File: src/rtl/mem_access_sequencer.sv
// MAR/MDR memory access sequencer: turns a valid/ready word request into ordered memory strobes.
// Optional write read-back check is enabled by defining MEM_SEQ_WRITE_VERIFY_EN.
module mem_access_sequencer #(
  parameter int DATA_W = 16,
  parameter int ADDR_W = 8
) (
  input  logic              clk,
  input  logic              reset,
  input  logic              req_valid,
  output logic              req_ready,
  input  logic              req_write,
  input  logic [ADDR_W-1:0] req_addr,
  input  logic [DATA_W-1:0] req_wdata,
  output logic              rsp_valid,
  input  logic              rsp_ready,
  output logic [DATA_W-1:0] rsp_data,
  output logic              rsp_err,
  input  logic [DATA_W-1:0] Buss,
  output logic [DATA_W-1:0] bus_out,
  output logic              bus_oe,
  output logic              ldMAR,
  output logic              ldMDR,
  output logic              selMDR,
  output logic              memWE,
  output logic              enaMDR
);

  typedef enum logic [3:0] {
    S_IDLE   = 4'd0,
    S_LDMAR  = 4'd1,
    S_RD_MDR = 4'd2,
    S_RD_BUS = 4'd3,
    S_WR_MDR = 4'd4,
    S_WR_WE  = 4'd5,
`ifdef MEM_SEQ_WRITE_VERIFY_EN
    S_VF_MDR = 4'd6,
    S_VF_BUS = 4'd7,
`endif
    S_RSP    = 4'd8
  } state_t;

  state_t              r_state;
  logic                r_write;
  logic [DATA_W-1:0]   r_wdata;
  logic [DATA_W-1:0]   r_rsp_data;
  logic                r_rsp_valid;
  logic [DATA_W-1:0]   r_bus_out;
  logic                r_bus_oe, r_ldMAR, r_ldMDR, r_selMDR, r_memWE, r_enaMDR;
  logic [DATA_W-1:0]   w_addr_ext;
`ifdef MEM_SEQ_WRITE_VERIFY_EN
  logic                r_rsp_err;
`endif

  assign w_addr_ext = {{(DATA_W-ADDR_W){1'b0}}, req_addr};

  // Outputs are registered alongside the state so each strobe lines up with the state it belongs to.
  always_ff @(posedge clk or negedge reset) begin
    if (!reset) begin
      r_state     <= S_IDLE;
      r_write     <= 1'b0;
      r_wdata     <= '0;
      r_rsp_data  <= '0;
      r_rsp_valid <= 1'b0;
      r_bus_out   <= '0;
      r_bus_oe    <= 1'b0;
      r_ldMAR     <= 1'b0;
      r_ldMDR     <= 1'b0;
      r_selMDR    <= 1'b0;
      r_memWE     <= 1'b0;
      r_enaMDR    <= 1'b0;
`ifdef MEM_SEQ_WRITE_VERIFY_EN
      r_rsp_err   <= 1'b0;
`endif
    end else begin
      r_bus_out <= '0;
      r_bus_oe  <= 1'b0;
      r_ldMAR   <= 1'b0;
      r_ldMDR   <= 1'b0;
      r_selMDR  <= 1'b0;
      r_memWE   <= 1'b0;
      r_enaMDR  <= 1'b0;
      case (r_state)
        S_IDLE: if (req_valid) begin
          r_write   <= req_write;
          r_wdata   <= req_wdata;
          r_bus_out <= w_addr_ext;
          r_bus_oe  <= 1'b1;
          r_ldMAR   <= 1'b1;
          r_state   <= S_LDMAR;
        end
        S_LDMAR: if (r_write) begin
          r_bus_out <= r_wdata;
          r_bus_oe  <= 1'b1;
          r_ldMDR   <= 1'b1;
          r_state   <= S_WR_MDR;
        end else begin
          r_ldMDR   <= 1'b1;
          r_selMDR  <= 1'b1;
          r_state   <= S_RD_MDR;
        end
        S_RD_MDR: begin
          r_enaMDR <= 1'b1;
          r_state  <= S_RD_BUS;
        end
        S_RD_BUS: begin
          r_rsp_data  <= Buss;
          r_rsp_valid <= 1'b1;
          r_state     <= S_RSP;
        end
        S_WR_MDR: begin
          r_memWE <= 1'b1;
          r_state <= S_WR_WE;
        end
        S_WR_WE: begin
          r_rsp_data <= r_wdata;
`ifdef MEM_SEQ_WRITE_VERIFY_EN
          r_ldMDR    <= 1'b1;
          r_selMDR   <= 1'b1;
          r_state    <= S_VF_MDR;
`else
          r_rsp_valid <= 1'b1;
          r_state     <= S_RSP;
`endif
        end
`ifdef MEM_SEQ_WRITE_VERIFY_EN
        S_VF_MDR: begin
          r_enaMDR <= 1'b1;
          r_state  <= S_VF_BUS;
        end
        S_VF_BUS: begin
          r_rsp_data  <= Buss;
          r_rsp_err   <= (Buss != r_wdata);
          r_rsp_valid <= 1'b1;
          r_state     <= S_RSP;
        end
`endif
        S_RSP: if (rsp_ready) begin
          r_rsp_valid <= 1'b0;
`ifdef MEM_SEQ_WRITE_VERIFY_EN
          r_rsp_err   <= 1'b0;
`endif
          r_state     <= S_IDLE;
        end
        default: begin
          r_rsp_valid <= 1'b0;
`ifdef MEM_SEQ_WRITE_VERIFY_EN
          r_rsp_err   <= 1'b0;
`endif
          r_state     <= S_IDLE;
        end
      endcase
    end
  end

  assign req_ready = (r_state == S_IDLE);
  assign rsp_valid = r_rsp_valid;
  assign rsp_data  = r_rsp_data;
`ifdef MEM_SEQ_WRITE_VERIFY_EN
  assign rsp_err   = r_rsp_err;
`else
  assign rsp_err   = 1'b0;
`endif
  assign bus_out   = r_bus_out;
  assign bus_oe    = r_bus_oe;
  assign ldMAR     = r_ldMAR;
  assign ldMDR     = r_ldMDR;
  assign selMDR    = r_selMDR;
  assign memWE     = r_memWE;
  assign enaMDR    = r_enaMDR;

endmodule

File: config.mk
export PLATFORM = sky130hd
export DESIGN_NAME = mem_access_sequencer
export DESIGN_NICKNAME = d
export VERILOG_FILES = /design/src/rtl/mem_access_sequencer.sv
export SDC_FILE = /design/constraint.sdc
export NUM_CORES = 1
export LEC_CHECK = 0
export CAP_MARGIN = 20
export CORE_MARGIN = 8
export CORE_UTILIZATION = 49
export CTS_CLUSTER_SIZE = 14
export DETAILED_ROUTE_END_ITERATION = 7
export PLACE_DENSITY = 0.84
export SLEW_MARGIN = 5
export SYNTH_ARGS = -nofsm -noshare
export SYNTH_HDL_FRONTEND = slang
export SYNTH_SLANG_ARGS = --single-unit
File: constraint.sdc
create_clock -name clk -period 4.9 [get_ports clk]
set_clock_uncertainty 0.2 [all_clocks]
set_input_delay 0.735 -clock clk [delete_from_list [all_inputs] [get_ports clk]]
set_output_delay 0.735 -clock clk [all_outputs]
set_load 0.01 [all_outputs]
# Yosys cells after proc, flatten, opt, wreduce, memory -nomap -nowiden
# Cells that the tools add are included.
[word_totals] reg_bits=60 input_bits=45 word_cells=47
[classes] n_eq_ne=8 mux=19 bitwise_logic=1 n_reduce_logical=7
[ops] operator="$pmux W16 S2" count=2
[ops] operator="$pmux W4 S6" count=1
[ops] operator="$mux W16" count=1
[ops] operator="$mux W1" count=9
[ops] operator="$eq A4 B2 Y1 const B" count=2
[ops] operator="$eq A4 B3 Y1 const B" count=2
[ops] operator="$mux W4" count=2
[ops] operator="$mux W8" count=1
[ops] operator="$reduce_and A2 Y1" count=3
[ops] operator="$eq A4 B1 Y1 const B" count=1
[ops] operator="$eq A4 B4 Y1 const B" count=1
[ops] operator="$logic_not A4 Y1" count=1
[ops] operator="$ne A2 B2 Y1 const B" count=2
[ops] operator="$reduce_or A4 Y1" count=1
[ops] operator="$mux W3" count=1
[ops] operator="$pmux W1 S3" count=1
[ops] operator="$pmux W1 S2" count=1
[ops] operator="$reduce_bool A2 Y1" count=1
[ops] operator="$reduce_or A2 Y1" count=1
[ops] operator="$not A1 Y1" count=1

# Depth between registers and ports, before layout
[logic_depth] ltp_word=4 ltp_mapped=7

# Worst setup path before layout
# No wires, ideal clock.
[synth_timing] path_type="reg2reg" startpoint="register r_state[1]" endpoint="register r_rsp_data[10], in the netlist rsp_data[10]" setup_ns=0.125 t_arrival_ns=1.599 slack_ns=2.976 path_stages_with_launch=7 n_path_buf=3 cell_sequence="dfrtp_1 > buf_6 > nor4bb_4 > buf_6 > buf_12 > mux2_4 > mux2_4"
[synth_between] elab_chain_cells=2 elab_cells_between_ends=4 cone_classes="2 x eq/ne; 1 x mux; 1 x reduce/logical"
[synth_rtl] item="start, declared" line="42" rtl="state_t r_state;"
[synth_rtl] item="start signal, assigned" line="59" rtl="r_state <= S_IDLE;"
[synth_rtl] item="start signal, assigned" line="89" rtl="r_state <= S_LDMAR;"
[synth_rtl] item="start signal, assigned" line="95" rtl="r_state <= S_WR_MDR;"
[synth_rtl] item="$eq A4 B3 Y1 / $eq A4 B2 Y1 (equally long branches)" line="82" rtl="case (r_state)"
[synth_rtl] item="$pmux W16 S2 / $reduce_bool A2 Y1 (equally long branches)"
[synth_rtl] item="end signal, assigned" line="106" rtl="r_rsp_data <= Buss;"
[synth_rtl] item="end signal, assigned" line="115" rtl="r_rsp_data <= r_wdata;"
[synth_rtl] item="end, declared" line="45" rtl="logic [DATA_W-1:0] r_rsp_data;"
# Parallel ways exist; a longest one is shown, timed or not.
# A chain may end at the register's enable or synchronous reset.

# Worst setup path in the final report
[layout_timing] startpoint="register r_state[1]" endpoint="output port req_ready"
[layout_between] elab_chain_cells=1
[layout_rtl] item="$logic_not A4 Y1" line="155" rtl="assign req_ready = (r_state == S_IDLE);"
[layout_rtl] item="end, declared" line="10" rtl="output logic req_ready,"
# No other way between the ends.

==> results.sh <==
export IMPL_status="finished clean"
export IMPL_fin_nets=294
export IMPL_ys_seq_elements=60
export IMPL_synth_top_area_share_pct=58.5
export IMPL_design_area_mm2=0.00357
export IMPL_grt_pass1_wl_um=9080
export IMPL_slowest_delay_ns=0.59
export IMPL_die_w_um=88.4
export IMPL_crit_path_top_delay_cell="clkdlybuf4s50_1"
export IMPL_crit_arrival_ns=1.76
export IMPL_drv_slew=0
export IMPL_min_period_ns=2.69
export IMPL_cp_num_buf_inv=1
export IMPL_tns_ns=0
export IMPL_antenna_left=0
export IMPL_synth_most_common_cell="dfrtp_1"
export IMPL_grt_antenna_before_repair=0
export IMPL_clk_path_buf_depth=2
export IMPL_cts_tree="yes"
export IMPL_ir_worst_vdd_mv=0.322
export IMPL_synth_common_cells="dfrtp_1, mux2_2, mux2_4"
export IMPL_drive_gt1_share_pct=26.1
export IMPL_placed_area_mm2=0.00339
export IMPL_postCtsResizedCells=0
export IMPL_synth_top_cells_by_area="dfrtp_1, mux2_4, mux2_2"
export IMPL_drt_pass1_iterations=3
export IMPL_grt_pass1_vias=1769
export IMPL_syn2layout_area_growth_pct=39.1
export IMPL_critPathRequiredTime_ns=3.96
export IMPL_path_max_fanout=10
export IMPL_utilization_pct=70.4
export IMPL_clock_insertion_delay_worst_skew_ns=0.32
export IMPL_synth_cells=162
export IMPL_crit_chain="nor4_4, clkdlybuf4s50_1"
export IMPL_post_drt_wl_per_cell_um=17.4
export IMPL_yosys_area_top_type="dfrtp_1"
export IMPL_rsz0062_at_grt="no"
export IMPL_maxCapViolCount=0
export IMPL_ys_types=31
export IMPL_routabilityCongestion=0.744
export IMPL_ioPinCount=86
export IMPL_crit_path_end_kind="output port"
export IMPL_gr_total_overflow=0
export IMPL_initial_core_util_pct=50.6
export IMPL_setup_viol=0
export IMPL_root_buffer="clkbuf_8"
export IMPL_ys_flop_type="dfrtp_1"
export IMPL_fp_dieH_um=88.4
export IMPL_crit_type="flop to output port"
export IMPL_cts_sinks=60
export IMPL_coreArea_mm2=0.00507
export IMPL_worstMarginPinSlew_ns=1.00
export IMPL_synthArstFlopShare_pct=100
export IMPL_path_delay_family="buffers and inverters"
export IMPL_io_buffers=84
export IMPL_syn_area_per_cell_um2=15.9
export IMPL_place_hpwl_um=4020
export IMPL_yosys_warnings=0
export IMPL_hold_viol=0
export IMPL_vias_per_cell=4.90
export IMPL_wl_um=5630
export IMPL_p_per_area_mw_per_mm2=600
export IMPL_synth_edff_count=0
export IMPL_vias=1582
export IMPL_setup_ws_ns=2.21
export IMPL_period_share_pct=55.0
export IMPL_drc_errors=0
export IMPL_cts_hold_buffers=0
export IMPL_clk_pin_slew_ns=0.06
export IMPL_grt_max_degree=61
export IMPL_post_cts_buffers=0
export IMPL_min_path_type="flop to flop"
export IMPL_syn_num_nets=207
export IMPL_insertedDiodeCount=0
export IMPL_slew_headroom_pct=33.3
export IMPL_critPathLaunchType="flop"
export IMPL_ctsHtreeMaxLevel=3
export IMPL_die_area_mm2=0.00782
export IMPL_fmaxAchievable_mhz=371
export IMPL_dp_slack_ns=1.90
export IMPL_synth_area_mm2=0.00257
export IMPL_track_usage_pct=15.6
export IMPL_rows=26
export IMPL_seq_area_frac_synth_pct=58.5
export IMPL_cts_buffers=9
export IMPL_drt_initial_drc_count=49
export IMPL_p_leak_uw=0.00158
## final cells by class
type	instances	area, um2
inverters	2	7.51
repair buffers	88	873
flip-flops and latches	60	1500
well taps	70	87.6
clock buffers	13	159
fillers	382	1500
multi-input cells	88	933
clock inverters	2	10.0
## layout by cell type (no fill, tap or decap), types with 3 or more instances in the layout
cell type        netlist  layout
mux2_1                 6       6
clkbuf_8               0      11
a22o_1                 8       8
and3_1                 9       9
dfrtp_1               60      60
buf_4                  2       3
mux2_4                20      20
clkdlybuf4s50_1        0      83
mux2_2                23      23
## worst reg2reg max path, delay by kind of cell (launching register included)
kind | cells | cell delay [ns]
multiplexers | 1 | 0.32
flip-flops | 1 | 0.52
buffers and inverters | 1 | 0.28
AND/OR/NAND/NOR | 2 | 1.17
## cell families after synthesis
kind of cell | count (synthesis) | share of synthesized area, %
simple gates | 24 | 7.26
flops | 60 | 58.5
xor+xnor | 1 | 0.341
compound gates | 13 | 4.19
buf+inv | 14 | 5.21
mux | 49 | 24.4
other cells | 1 | 0.146
## power breakdown
group          switching [uW]  internal (uW)
clock network             170            207
logic                     331            561
registers                 160            715
total                     662           1480
## registers in the layout (all words and copies together), names as in the netlist
signal     flops
bus_out       16
selMDR         1
memWE          1
r_state        4
rsp_data      16
rsp_valid      1
r_write        1
bus_oe         1
ldMDR          1
ldMAR          1
r_wdata       16
enaMDR         1
## stage by stage
stage,power [uW],std cells,hold slack (ns)
2_1_floorplan,1400,162,0.239
5_1_grt,2280,323,0.331
3_3_place_gp,1750,307,0.289
6_report,2150,323,0.308
4_1_cts,2170,322,0.314
3_5_place_dp,1780,307,0.293
## metal layers
layer | vias up | track usage, % | share of wire, %
li1 | 746 | - | -
met1 | 794 | 18.2 | 41
met2 | 36 | 26.5 | 54
met3 | 6 | 4.27 | 3.7
met4 | 0 | 5.99 | 1.3
met5 | - | 0 | 0
## worst paths after layout
| check | start | end | slack (ns) | depth (start not counted) |
|---|---|---|---|---|
| worst max-delay path | r_state[1] | req_ready | 2.21 | 2 |
| worst min-delay path | rsp_data[3] | rsp_data[3] | 0.31 | 1 |
| max in group asynchronous | reset | rsp_data[11] | 3.66 | 2 |
| worst max register to register | r_state[1] | r_wdata[3] | 2.31 | 4 |
| worst min register to register | rsp_data[3] | rsp_data[3] | 0.31 | 1 |
| min in group asynchronous | reset | rsp_data[9] | 0.34 | 2 |
Power figures use the tool's default switching activity.
